`config.mk`:
```
export PLATFORM = sky130hd
export DESIGN_NAME = mdr_sequencer
export DESIGN_NICKNAME = d
export VERILOG_FILES = /design/src/rtl/pkg_system_mdr.sv /design/src/rtl/mdr_seq_counter.sv /design/src/rtl/mdr_sequencer.sv
export SDC_FILE = /design/constraint.sdc
export NUM_CORES = 1
export LEC_CHECK = 0
export CORE_MARGIN = 4
export CORE_UTILIZATION = 35
export CTS_CLUSTER_SIZE = 14
export DETAILED_ROUTE_END_ITERATION = 10
export GPL_TIMING_DRIVEN = 0
export SLEW_MARGIN = 20
export SYNTH_ARGS = -nofsm -noshare
export SYNTH_HDL_FRONTEND = slang
export SYNTH_SLANG_ARGS = --single-unit
```
`constraint.sdc`:
```
create_clock -name clk -period 3.3 [get_ports clk]
set_input_delay 0.33 -clock clk [delete_from_list [all_inputs] [get_ports clk]]
set_output_delay 0.33 -clock clk [all_outputs]
set_load 0.05 [all_outputs]
```
`src/rtl/pkg_system_mdr.sv`:
```
// Shared types and constants for the MDR sequencer and its sibling ALU.
// Operand width, ALU selectors, sequencer states and per-operation iteration counts.
package pkg_system_mdr;

  localparam int unsigned DW    = 16;
  localparam int unsigned CNT_W = $clog2(DW) + 1;

  typedef logic [DW-1:0]    data_t;
  typedef logic [2*DW-1:0]  data_in_t;
  typedef logic [CNT_W-1:0] cnt_t;

  typedef enum logic [1:0] {
    NULL = 2'd0,
    ADD  = 2'd1,
    SUBS = 2'd2
  } op_t;

  typedef enum logic [1:0] {
    MULT = 2'd0,
    DIV  = 2'd1,
    ROOT = 2'd2
  } op_select_t;

  typedef enum logic [1:0] {
    IDLE,
    LOAD,
    ITER,
    DONE
  } seq_state_t;

  localparam cnt_t MULT_ITERS = cnt_t'(DW);
  localparam cnt_t DIV_ITERS  = cnt_t'(DW);
  localparam cnt_t ROOT_ITERS = cnt_t'(DW / 2);

  // Index of the final iteration; illegal ops never reach ITER.
  function automatic cnt_t last_iter(op_select_t op);
    case (op)
      MULT:    return MULT_ITERS - cnt_t'(1);
      DIV:     return DIV_ITERS - cnt_t'(1);
      ROOT:    return ROOT_ITERS - cnt_t'(1);
      default: return '0;
    endcase
  endfunction

endpackage

```
`src/rtl/mdr_seq_counter.sv`:
```
// Loadable up/down iteration counter with a terminal-count flag.
// The flag is combinational on the current count against a supplied terminal value.
module mdr_seq_counter #(
  parameter int unsigned W = 5
) (
  input  logic         clk,
  input  logic         rst_n,
  input  logic         i_load,
  input  logic         i_en,
  input  logic         i_up,
  input  logic [W-1:0] i_load_val,
  input  logic [W-1:0] i_term,
  output logic [W-1:0] o_cnt,
  output logic         o_tc
);

  logic [W-1:0] cnt_q;

  always_ff @(posedge clk or negedge rst_n) begin
    if (!rst_n) begin
      cnt_q <= '0;
    end else if (i_load) begin
      cnt_q <= i_load_val;
    end else if (i_en) begin
      cnt_q <= i_up ? cnt_q + W'(1) : cnt_q - W'(1);
    end
  end

  assign o_cnt = cnt_q;
  assign o_tc  = (cnt_q == i_term);

endmodule

```
`src/rtl/mdr_sequencer.sv`:
```
// Initiator for the shared MDR ALU: iterative shift-add multiply, restoring divide
// and restoring square root, one ALU operation per cycle.
module mdr_sequencer
  import pkg_system_mdr::*;
(
  input  logic       clk,
  input  logic       rst_n,
  input  logic       i_start,
  input  op_select_t i_op,
  input  data_t      i_data_a,
  input  data_t      i_data_b,
  output op_t        o_sltr,
  output logic       o_enable,
  output op_select_t o_alu_op,
  output logic       o_flag,
  output data_in_t   o_val_a_M,
  output data_in_t   o_val_b_M,
  output data_t      o_val_a_DR,
  output data_t      o_val_b_DR,
  input  data_in_t   i_alu_val_M,
  input  data_t      i_alu_val_DR,
  input  logic       i_alu_flag,
  output data_in_t   o_result,
  output data_t      o_remainder,
  output logic       o_busy,
  output logic       o_ready,
  output logic       o_error
);

  seq_state_t state, state_nxt;

  op_select_t op_q;
  data_t      a_q, b_q;
  data_in_t   acc_q;
  data_t      rem_q, quo_q;
  data_in_t   result_q;
  data_t      remainder_q;
  logic       error_q;

  cnt_t       cnt;
  logic       cnt_tc;
  logic       load_err;

  data_t      a_shl, a_shl2, b_shr;
  logic       mul_bit;
  data_t      div_r_sh, root_r_sh, root_t;
  logic       div_ge, root_ge;
  data_in_t   acc_nxt;
  data_t      rem_nxt, quo_nxt;

  mdr_seq_counter #(
    .W (CNT_W)
  ) u_counter (
    .clk        (clk),
    .rst_n      (rst_n),
    .i_load     (state != ITER),
    .i_en       (state == ITER),
    .i_up       (1'b1),
    .i_load_val ('0),
    .i_term     (last_iter(op_q)),
    .o_cnt      (cnt),
    .o_tc       (cnt_tc)
  );

  assign load_err = ((op_q == DIV) && (b_q == '0)) || !(op_q inside {MULT, DIV, ROOT});

  // Per-iteration operand selection and next accumulator values.
  always_comb begin
    a_shl     = a_q << cnt;
    a_shl2    = a_q << {cnt, 1'b0};
    b_shr     = b_q >> cnt;
    mul_bit   = b_shr[0];
    div_r_sh  = {rem_q[DW-2:0], a_shl[DW-1]};
    div_ge    = (div_r_sh >= b_q);
    root_r_sh = {rem_q[DW-3:0], a_shl2[DW-1 -: 2]};
    root_t    = {quo_q[DW-3:0], 2'b01};
    root_ge   = (root_r_sh >= root_t);
    acc_nxt   = acc_q;
    rem_nxt   = rem_q;
    quo_nxt   = quo_q;
    case (op_q)
      MULT: acc_nxt = i_alu_val_M;
      DIV: begin
        rem_nxt = i_alu_flag ? i_alu_val_DR : div_r_sh;
        quo_nxt = {quo_q[DW-2:0], i_alu_flag};
      end
      ROOT: begin
        rem_nxt = root_ge ? i_alu_val_DR : root_r_sh;
        quo_nxt = {quo_q[DW-2:0], root_ge};
      end
      default: ;
    endcase
  end

  always_ff @(posedge clk or negedge rst_n) begin
    if (!rst_n) begin
      state <= IDLE;
    end else begin
      state <= state_nxt;
    end
  end

  always_comb begin
    state_nxt = state;
    case (state)
      IDLE: if (i_start) state_nxt = LOAD;
      LOAD: state_nxt = load_err ? DONE : ITER;
      ITER: if (cnt_tc) state_nxt = DONE;
      DONE: state_nxt = IDLE;
      default: state_nxt = IDLE;
    endcase
  end

  always_comb begin
    o_sltr     = NULL;
    o_enable   = 1'b0;
    o_alu_op   = MULT;
    o_flag     = 1'b0;
    o_val_a_M  = '0;
    o_val_b_M  = '0;
    o_val_a_DR = '0;
    o_val_b_DR = '0;
    if (state == ITER) begin
      o_enable = 1'b1;
      o_alu_op = op_q;
      case (op_q)
        MULT: begin
          o_sltr    = mul_bit ? ADD : NULL;
          o_val_a_M = acc_q;
          o_val_b_M = data_in_t'(a_q) << cnt;
        end
        DIV: begin
          o_sltr     = SUBS;
          o_flag     = div_ge;
          o_val_a_DR = div_r_sh;
          o_val_b_DR = b_q;
        end
        ROOT: begin
          o_sltr     = root_ge ? SUBS : NULL;
          o_val_a_DR = root_r_sh;
          o_val_b_DR = root_t;
        end
        default: ;
      endcase
    end
  end

  // Operands are captured on the accepting edge so the LOAD cycle can check them.
  always_ff @(posedge clk or negedge rst_n) begin
    if (!rst_n) begin
      op_q        <= MULT;
      a_q         <= '0;
      b_q         <= '0;
      acc_q       <= '0;
      rem_q       <= '0;
      quo_q       <= '0;
      result_q    <= '0;
      remainder_q <= '0;
      error_q     <= 1'b0;
    end else begin
      case (state)
        IDLE: begin
          if (i_start) begin
            op_q        <= i_op;
            a_q         <= i_data_a;
            b_q         <= i_data_b;
            acc_q       <= '0;
            rem_q       <= '0;
            quo_q       <= '0;
            result_q    <= '0;
            remainder_q <= '0;
            error_q     <= 1'b0;
          end
        end
        LOAD: error_q <= load_err;
        ITER: begin
          acc_q <= acc_nxt;
          rem_q <= rem_nxt;
          quo_q <= quo_nxt;
          if (cnt_tc) begin
            result_q    <= (op_q == MULT) ? acc_nxt : data_in_t'(quo_nxt);
            remainder_q <= (op_q == MULT) ? '0 : rem_nxt;
          end
        end
        default: ;
      endcase
    end
  end

  assign o_result    = result_q;
  assign o_remainder = remainder_q;
  assign o_error     = error_q;
  assign o_busy      = (state != IDLE);
  assign o_ready     = (state == DONE);

endmodule

```
; ---- Yosys cells after proc, flatten, opt, wreduce, memory -nomap -nowiden
; Index checks and enable logic that the tools add are counted.
[totals]
wordCells = 85
regBits = 154
in_bits = 86
[op_classes]
mux = 41
order_cmp = 2
n_eq_ne = 9
n_reduce_logical = 17
n_shift = 4
add_sub_neg = 1
[ops]
columns = operator, n
row1 = 2-to-1 mux 32 bit, 8
row2 = one-hot mux 16 bit (2 select lines), 7
row3 = one-hot mux 32 bit (2 select lines), 2
row4 = 2-to-1 mux 16 bit, 7
row5 = >= comparator 16 bit, 2
row6 = << shifter 16 x 5 -> 32 bit, 1
row7 = logical NOT 16 bit, 1
row8 = << shifter 16 x 5 -> 16 bit, 1
row9 = << shifter 16 x 6 -> 16 bit, 1
row10 = >> shifter 16 x 5 -> 1 bit, 1
row11 = 2-to-1 mux 2 bit, 5
row12 = 2-to-1 mux 5 bit, 2
row13 = one-hot mux 2 bit (4 select lines), 1
row14 = one-hot mux 4 bit (2 select lines), 1
row15 = AND reduction 2 bit, 4
row16 = nonzero test 2 bit, 4
row17 = "== test 2 bit, second input constant", 3
row18 = 2-to-1 mux 1 bit, 6
row19 = "inequality test 2 bit, second input constant", 3
row20 = one-hot mux 2 bit (3 select lines), 1
row21 = "adder 5 x 1 -> 5 bit, second input constant", 1
row22 = == test 5 x 4 -> 1 bit, 1
row23 = "== test 2 x 1 -> 1 bit, second input constant", 2
row24 = logical NOT 2 bit, 2
row25 = 7 further kinds, 7

; ---- Logic depth before layout (Yosys ltp)
; Gate-level depths: netlist of run 1.
[logic_depth]
ltp_word = 7
depth_mapped = 14
ltp_nobuf = 13

; ---- Modules after synthesis
; Synthesis of run 1 repeated with hierarchy kept, for this count alone.
[unflattened]
cells_unflattened = 1228
area_unflattened_um2 = 10425.0
[modules_own_cells]
columns = mod, area_per_inst_um2, cells_per_inst, n_inst
row1 = mdr_sequencer, 9970.8, 1179, 1
row2 = mdr_seq_counter, 454.2, 49, 1

; ---- Worst setup path before layout of run 1
; Ideal clock, no wire load.
[synth_timing]
path_type = register to output
from = register state[0]
to = output o_sltr[0]
stages_incl_launch_ff = 7
slack_ns = -1.191
path_buffers = 1
arrival_time_ns = 4.161
path_cell_list = dfrtp_1 > inv_1 > ha_1 > clkbuf_1 > and2_1 > nand2_1 > a2111oi_0
[synth_between]
elab_chain_len = 2
[synth_lines]
columns = element, line
row1 = start: declaration, mdr_sequencer.sv:30  ; seq_state_t state, state_nxt;
row2 = start signal: assignment, mdr_sequencer.sv:99  ; state <= state_nxt;
row3 = == test 2 bit, mdr_sequencer.sv:123  ; if (state == ITER) begin
row4 = 2-to-1 mux 2 bit, mdr_sequencer.sv:123
row5 = end: declaration, mdr_sequencer.sv:12  ; output op_t o_sltr,
; Every way passes these cells.

; ---- Final worst setup path of run 1
[layout_timing]
from = register u_counter.cnt_q[1] (netlist: u_counter.o_cnt[1])
to = output o_flag
[layout_between]
elab_chain_len = 4
[layout_lines]
columns = element, line
row1 = start: declaration, mdr_seq_counter.sv:17  ; logic [W-1:0] cnt_q;
row2 = start signal: assignment, mdr_seq_counter.sv:23  ; cnt_q <= i_load_val;
row3 = start signal: assignment, mdr_seq_counter.sv:25  ; cnt_q <= i_up ? cnt_q + W'(1) : cnt_q - W'(1);
row4 = << shifter 16 x 5 -> 16 bit, mdr_sequencer.sv:69  ; a_shl = a_q << cnt;
row5 = >= comparator 16 bit, mdr_sequencer.sv:74  ; div_ge = (div_r_sh >= b_q);
row6 = 2-to-1 mux 1 bit, mdr_sequencer.sv:126  ; case (op_q)
row7 = 2-to-1 mux 1 bit, mdr_sequencer.sv:123
row8 = end: declaration, mdr_sequencer.sv:15  ; output logic o_flag,
; Every way passes these cells.

==> reports/summary.txt, run 1 <==
outcome = finished, violations left
failing checks = setup timing
CP max stage delay = 0.57 ns
fraction of layout cells with a size suffix above 1 = 18.7%
final worst-path cycle share = 119%
dpl ws = -1.11 ns
area grow syn2layout = 33.2%
Util after Layout = 47.3%
antenna viol nets, final = 0
total of fill cells in the finished design = 2955
Final Max Tran Viols = 0
Post-Route WL = 40700 µm
commonest non-fill, non-tap cell in the layout = nand2_1
Port Buffers = 237
Post-synth EDFFs = 0
die width = 182 µm
first-pass GRT wire length = 62200 µm
VDD IR max = 0.000452 V
most frequent cells in the layout = nand2_1 (162), dfrtp_1 (147), nor2_1 (142)
GP Congestion = 0.916
Die Area = 0.0330 mm²
P per Cell Area = 1040 mW/mm²
Starting Density = 35.5%
Final setup viols = 1
Data arrival, critical path = 3.60 ns
drt first pass iters = 5
CP max FO = 9
synth warn = 0
worst endpoint required time = 2.97 ns
Crit path max-delay family = compound AO/OA/AOI/OAI gates
DR vias = 10600
M1 WL = 18900 µm
unrepaired setup endpoints after global routing = yes
boundary pin count = 239
Pint = 6830 µW
row cnt = 63
critical path cell sequence = buf_8, buf_12, a211oi_2, a21oi_4, mux4_2, nand2_2, ha_4, nand2b_4, a21oi_2, nor2b_1, o21ai_1, a21oi_1, o41ai_1, o211ai_1, buf_4
Worst Path Class, Setup = register to output pin
clk slew on worst S/H paths = 0.07 ns
Fmax = 254 MHz
sequential share of the synthesized area = 36.5%
Clock Tree Buf Depth = 2
Main synth FF type = dfrtp_1
dpl hpwl = 30600 µm
# nets final = 1639
Mapped Cells = 1248
average cell area after synthesis = 8.45 µm²
Max-Cap Viols = 0
Worst Tran Pin Value = 0.745 ns
Gate power share = 61.8%
drt initial violations = 899
Non-Filler Instances = 1917
Final WS setup = -0.630 ns
reg2reg setup slack = 0.28 ns
routed wire length per instance = 21.2 µm
placed instance count = 1876
CTS H-tree lvls = 4
drt drc = 0
NetSw = 7770 µW
worst min path class = input pin to async pin
Final Critical Period = 3.93 ns
Leak = 0.00576 µW
Sink Count = 154
initial antenna violation count = 0
vias in the first global route = 10400
clk root buf = clkbuf_16
FFs w/ async S/R, synth = 100%
met2 WL = 17900 µm
Yosys cell types = 59
post-synthesis net count = 1373
sw frac = 53.2%
Die Span Y = 182 µm
uppermost layer routed = met4
slowest cell on the critical path = mux4_2
antenna cells = 0
Final Hold Fails = 0
Setup crit end kind = output pin
gr ovfl total = 0
via/cell ratio = 5.54
CTS tree = built
post-route cell area = 0.0140 mm²
Mapped Area = 0.0106 mm²
largest net degree at the start of global routing = 81
CP Launch Type = register
Clk network pwr share = 14.4%
Placed Area = 0.0134 mm²
Core Area = 0.0297 mm²
CTS buffer count = 17
Tot GR Track Use = 23.8%
met3 wire len = 2920 µm
worst path bufs/invs = 3
Skew-Pair Late Insertion Delay = 0.44 ns
Slew headroom = 50.3%
Flop pwr share = 23.8%
clk_skew = 0.0144 ns
hold slack = 0.473 ns
synthesized flop and latch total = 154
-- routing by layer --
metal  GRT usage (%)  vias to the layer above
li1                -                     4957
met1            35.4                     5173
met2            35.8                      448
met3            4.11                       51
met4            6.81                        0
met5               0                        -
-- registers in the layout, summed over array words and instances, names as in the netlist --
register and cells:
u_counter.o_cnt 5, o_error 1, op_q 2, b_q 16, rem_q 16, acc_q 32
quo_q 16, o_result 32, o_remainder 16, state 2, a_q 16
-- metrics by stage --
step | TNS [ns] | power, µW
global placement | -770.98 | 12100
floorplan | -0.141 | 9170
detailed placement | -24.08 | 12100
finish | -0.630 | 14600
global route | -1.04 | 15500
CTS | -0.731 | 14400
-- cell families after synthesis --
group / count (synthesis) / synth area share (%)
AOI/OAI and AO/OA: 324 / 20.6
DFF: 154 / 36.5
buffers and inverters: 172 / 6.68
xor gates and xnor gates: 3 / 0.249
and+or+nand+nor: 438 / 17.9
muxes: 118 / 13.4
adders and majority gates: 39 / 4.63
-- cell type report --
cell class,count,area (µm²),area share [%]
Tap cell,390,488,3.47
Clock inverter,15,196,1.40
Inverter,73,279,1.99
Timing Repair Buffer,249,2210,15.7
Sequential cell,154,3860,27.5
Multi-Input combinational cell,922,6120,43.6
Clock buffer,17,425,3.03
Buffer,97,473,3.37
-- path summary, 6_finish.rpt --
path | endpoint | from | cells past startpoint
hold / removal | op_q[0] | rst_n | 2
hold reg to reg | o_result[22] | o_result[22] | 2
setup reg to reg | o_remainder[13] | state[0] | 10
setup / recovery | o_flag | u_counter.o_cnt[1] | 15
max in group asynchronous | rem_q[12] | rst_n | 3
min in group clk | o_result[22] | o_result[22] | 2
-- worst reg2reg max path, cell delays in order, from the launching register on --
cell and delay (ns):
dfrtp_1 0.43, inv_1 0.12, ha_1 0.15, clkbuf_1 0.27, nand2_1 0.39, o21ai_2 0.36, nand2_2 0.22, buf_2 0.26
clkbuf_1 0.31, a21oi_1 0.27, o41ai_2 0.10
-- Yosys cell counts (8+ instances only) --
cell | n | share of area [%]
a22oi_1 | 20 | 1.4
nand2_1 | 163 | 5.8
nor2_1 | 144 | 5.1
a31oi_1 | 16 | 0.95
clkbuf_1 | 67 | 2.4
mux2i_1 | 45 | 4.3
nand2b_1 | 8 | 0.47
o21ai_0 | 126 | 6.0
o41ai_2 | 12 | 1.9
buf_1 | 19 | 0.68
mux2_2 | 60 | 6.4
nor3_1 | 19 | 0.90
a21oi_1 | 44 | 2.1
a2bb2oi_1 | 13 | 1.1
nor2b_1 | 12 | 0.71
ha_1 | 39 | 4.6
dfrtp_1 | 154 | 37
mux4_2 | 13 | 2.8
o22ai_1 | 18 | 1.1
nand3_1 | 55 | 2.6
a22o_1 | 28 | 2.3
inv_1 | 71 | 2.5
-- power by group through the flow --
| stage | clock network, µW | registers (µW) | logic (µW) |
|---|---|---|---|
| after CTS | 2110 | 3460 | 8830 |
| after detailed placement | 0 | 3480 | 8660 |
| after floorplan | 0 | 3820 | 5350 |
| after global placement | 0 | 3470 | 8590 |
| final | 2100 | 3480 | 9020 |
| after global routing | 2200 | 3560 | 9720 |
-- repair_timing --
item,4_1_cts,5_1_grt
gates cloned,0,0
hold buffers,1,0
setup buffers,7,3
pin swaps,4,5
endpoints found under the hold margin,79,0
gates resized for setup,284,137
endpoints found under the setup margin,101,138
(Power assumes the default switching activity.)
==> run 2: changes to the inputs <==
--- a/config.mk
+++ b/config.mk
@@ -7,6 +7,7 @@
 export LEC_CHECK = 0
 export CORE_MARGIN = 4
 export CORE_UTILIZATION = 35
+export CTS_CLUSTER_DIAMETER = 30
 export CTS_CLUSTER_SIZE = 14
 export DETAILED_ROUTE_END_ITERATION = 10
 export GPL_TIMING_DRIVEN = 0
==> results of run 2 <==
The final DEF is identical to that of run 1; final timing and power are the same.
==> run 3: changes to the inputs <==
--- a/config.mk
+++ b/config.mk
@@ -5,12 +5,15 @@
 export SDC_FILE = /design/constraint.sdc
 export NUM_CORES = 1
 export LEC_CHECK = 0
+export CELL_PAD_IN_SITES_DETAIL_PLACEMENT = 2
+export CELL_PAD_IN_SITES_GLOBAL_PLACEMENT = 2
 export CORE_MARGIN = 4
-export CORE_UTILIZATION = 35
+export CORE_UTILIZATION = 30
 export CTS_CLUSTER_DIAMETER = 30
 export CTS_CLUSTER_SIZE = 14
 export DETAILED_ROUTE_END_ITERATION = 10
 export GPL_TIMING_DRIVEN = 0
+export PLACE_DENSITY_LB_ADDON = 0.1
 export SLEW_MARGIN = 20
 export SYNTH_ARGS = -nofsm -noshare
 export SYNTH_HDL_FRONTEND = slang
==> run 3 against run 2 <==
The flow still finishes with violations (setup timing). Cell area up 0.90%. Largest cell class unchanged. Sequential power up 3%. Highest routed layer unchanged. Via count up 1.9%.
==> reports/summary.txt, run 3 (synthesis results as in run 1) <==
WHS Endpoint = o_result[6]
Worst Tran Pin Value = 0.838 ns (+0.0932 ns)
Reg area = 0.00387 mm² (+0.19%)
Core Area = 0.0346 mm² (+17%)
# nets final = 1646 (+0.43%)
Die Span Y = 196 µm (+7.7%)
failing checks = setup timing
commonest non-fill, non-tap cell in the layout = nand2_1
Crit path max-delay family = multiplexers
reg2reg end = o_result[11]
CP max stage delay = 0.57 ns (about the same)
Critical Path Start = u_counter.o_cnt[1]
Setup crit end kind = output pin
worst min path class = register to register
CTS buffer count = 17 (unchanged)
CP max FO = 8 (-1)
Worst Path Class, Setup = register to output pin
Reg2Reg Depth = 8 (-2)
Max-Cap Viols = 0 (unchanged)
CP Launch Type = register
dpl hpwl = 36500 µm (+19%)
sw frac = 54.6% (+1.4 points)
VDD IR max = 0.000413 V (-8.8%)
Pint = 6910 µW (+1.2%)
hold slack = 0.483 ns (+0.00921 ns)
drt drc = 0 (unchanged)
Util after Layout = 40.9% (-6.3 points)
critical path depth = 15 (unchanged)
Hold Startpoint = o_result[6]
CTS tree = built
Skew-Pair Late Insertion Delay = 0.44 ns (about the same)
dpl ws = -1.16 ns (-0.0429 ns)
Final setup viols = 5 (+4)
final worst-path cycle share = 121% (+2.3 points)
GP Congestion = 0.880 (-4.0%)
total of fill cells in the finished design = 3857 (+31%)
Sink Count = 154 (unchanged)
R2R Path Start = op_q[0]
row cnt = 68 (+7.9%)
Tot GR Track Use = 24.8% (+1.0 points)
critical path cell sequence = buf_8, mux2_2, nor2_2, a21oi_2, mux4_2, nand2_2, ha_1, nand2b_4, a21oi_4, nor2b_1, o21ai_1, a21oi_1, o41ai_1, o211ai_1, buf_4
Slew headroom = 44.1% (-6.2 points)
Starting Density = 30.5% (-5.0 points)
Post-Route WL = 49200 µm (+21%)
initial antenna violation count = 0 (unchanged)
P per Cell Area = 1070 mW/mm² (+3.4%)
antenna viol nets, final = 0 (unchanged)
gr ovfl total = 0 (unchanged)
antenna cells = 0 (unchanged)
outcome = finished, violations left
unrepaired setup endpoints after global routing = yes
Final Critical Period = 4.01 ns (+0.0774 ns)
Multi-input gate area = 0.00619 mm² (+1.1%)
area grow syn2layout = 34.4%
CTS H-tree lvls = 4 (unchanged)
Clock Tree Buf Depth = 2 (unchanged)
NetSw = 8320 µW (+7.1%)
most frequent cells in the layout = nand2_1 (161), dfrtp_1 (141), nor2_1 (138)
Port Buffers = 237 (unchanged)
Flop pwr share = 23.5% (-0.3 points)
Final Max Tran Viols = 0 (unchanged)
drt first pass iters = 5 (unchanged)
slowest cell on the critical path = mux4_2
Leak = 0.00580 µW (+0.74%)
vias in the first global route = 11600 (+11%)
first-pass GRT wire length = 73700 µm (+18%)
clk slew on worst S/H paths = 0.08 ns (about the same)
reg2reg setup slack = 0.12 ns (-0.16 ns)
Clk network pwr share = 13.5% (-0.9 points)
die width = 196 µm (+7.7%)
Gate power share = 63.0% (+1.2 points)
routed wire length per instance = 24.7 µm (+17%)
Die Area = 0.0382 mm² (+16%)
Fmax = 250 MHz (-1.9%)
Final Hold Fails = 0 (unchanged)
drt initial violations = 633 (-30%)
Final WS setup = -0.708 ns (-0.0774 ns)
boundary pin count = 239 (unchanged)
DR vias = 10800 (+1.9%)
clk_skew = 0.0168 ns (+0.00243 ns)
fraction of layout cells with a size suffix above 1 = 21.1% (+2.4 points)
worst path bufs/invs = 2 (-1)
largest net degree at the start of global routing = 79 (-2.5%)
via/cell ratio = 5.45 (-1.8%)
clk root buf = clkbuf_16
Data arrival, critical path = 3.68 ns (+0.08 ns)
Hold Path Depth = 2
worst endpoint required time = 2.97 ns (about the same)
## run 3: changes by cell type in the layout (fill, tap and decap cells not counted), moves of 3 or more
| cell | previous run | this run |
|---|---|---|
| buf_4 | 13 | 26 |
| clkbuf_2 | 41 | 53 |
| clkdlybuf4s15_2 | 26 | 15 |
| clkbuf_1 | 52 | 46 |
| dfrtp_1 | 147 | 141 |
| dfrtp_2 | 7 | 13 |
| dlygate4sd2_1 | 11 | 5 |
| clkinv_8 | 5 | 1 |
| nor2_1 | 142 | 138 |
| nor2_2 | 3 | 7 |
| a21oi_1 | 40 | 37 |
| o21ai_0 | 122 | 119 |
## run 3: area by class of cell
class / instances / share of cell area, %
Buffer: 95 / 3.38
Multi-Input combinational cell: 922 / 43.6
Clock buffer: 17 / 3.00
Timing Repair Buffer: 258 / 15.6
Clock inverter: 14 / 1.10
Inverter: 73 / 1.95
Tap cell: 455 / 4.02
Sequential cell: 154 / 27.3
## run 3: power by group through the flow
stage	clock [µW]	sequential (µW)	combinational (µW)
floorplan	0	3820	5350
global placement	0	3540	8860
CTS	2090	3570	9450
detailed placement	0	3580	9120
finish	2050	3580	9590
global route	2190	3660	10400
## run 3: per-stage QoR
step	instances	power (µW)	instance area [µm²]	TNS [ns]
2_1_floorplan	1248	9170	10600	-0.141
3_3_place_gp	1940	12400	13500	-844.99
3_5_place_dp	1941	12700	13500	-39.09
4_1_cts	1983	15100	14200	-0.739
5_1_grt	1988	16200	14200	-1.71
6_report	1988	15200	14200	-0.800
## run 3: timing repair
action | 4_1_cts | 5_1_grt
endpoints found under the hold margin | 76 | 0
setup buffers | 11 | 8
pin swaps | 6 | 7
hold buffers | 1 | 0
endpoints found under the setup margin | 129 | 103
resized for setup | 364 | 135
## run 3: worst max path at each step
stage | endpoint | slack (ns)
after CTS | o_flag | -0.74
after global routing | o_flag | -0.88
after global placement | rem_q[8] | -5.30
after floorplan | o_flag | -0.14
after detailed placement | o_flag | -1.16
final | o_flag | -0.71
## run 3: worst register-to-register path, delay by kind of cell, from the launching register on
kind	cells	cell delay (ns)
AO/OA/AOI/OAI	3	0.82
adder cells (fa/ha/maj)	1	0.46
buffers and inverters	3	1.18
flip-flops	1	0.46
AND/OR/NAND/NOR	1	0.11
## run 3: layer usage
layer  GRT usage [%]  wire length, µm  vias up
met5               0                0        -
met4            5.40              748        0
met3            3.88             2070       43
met2            39.8            22800      272
met1            35.6            23500     5548
li1                -                -     4964
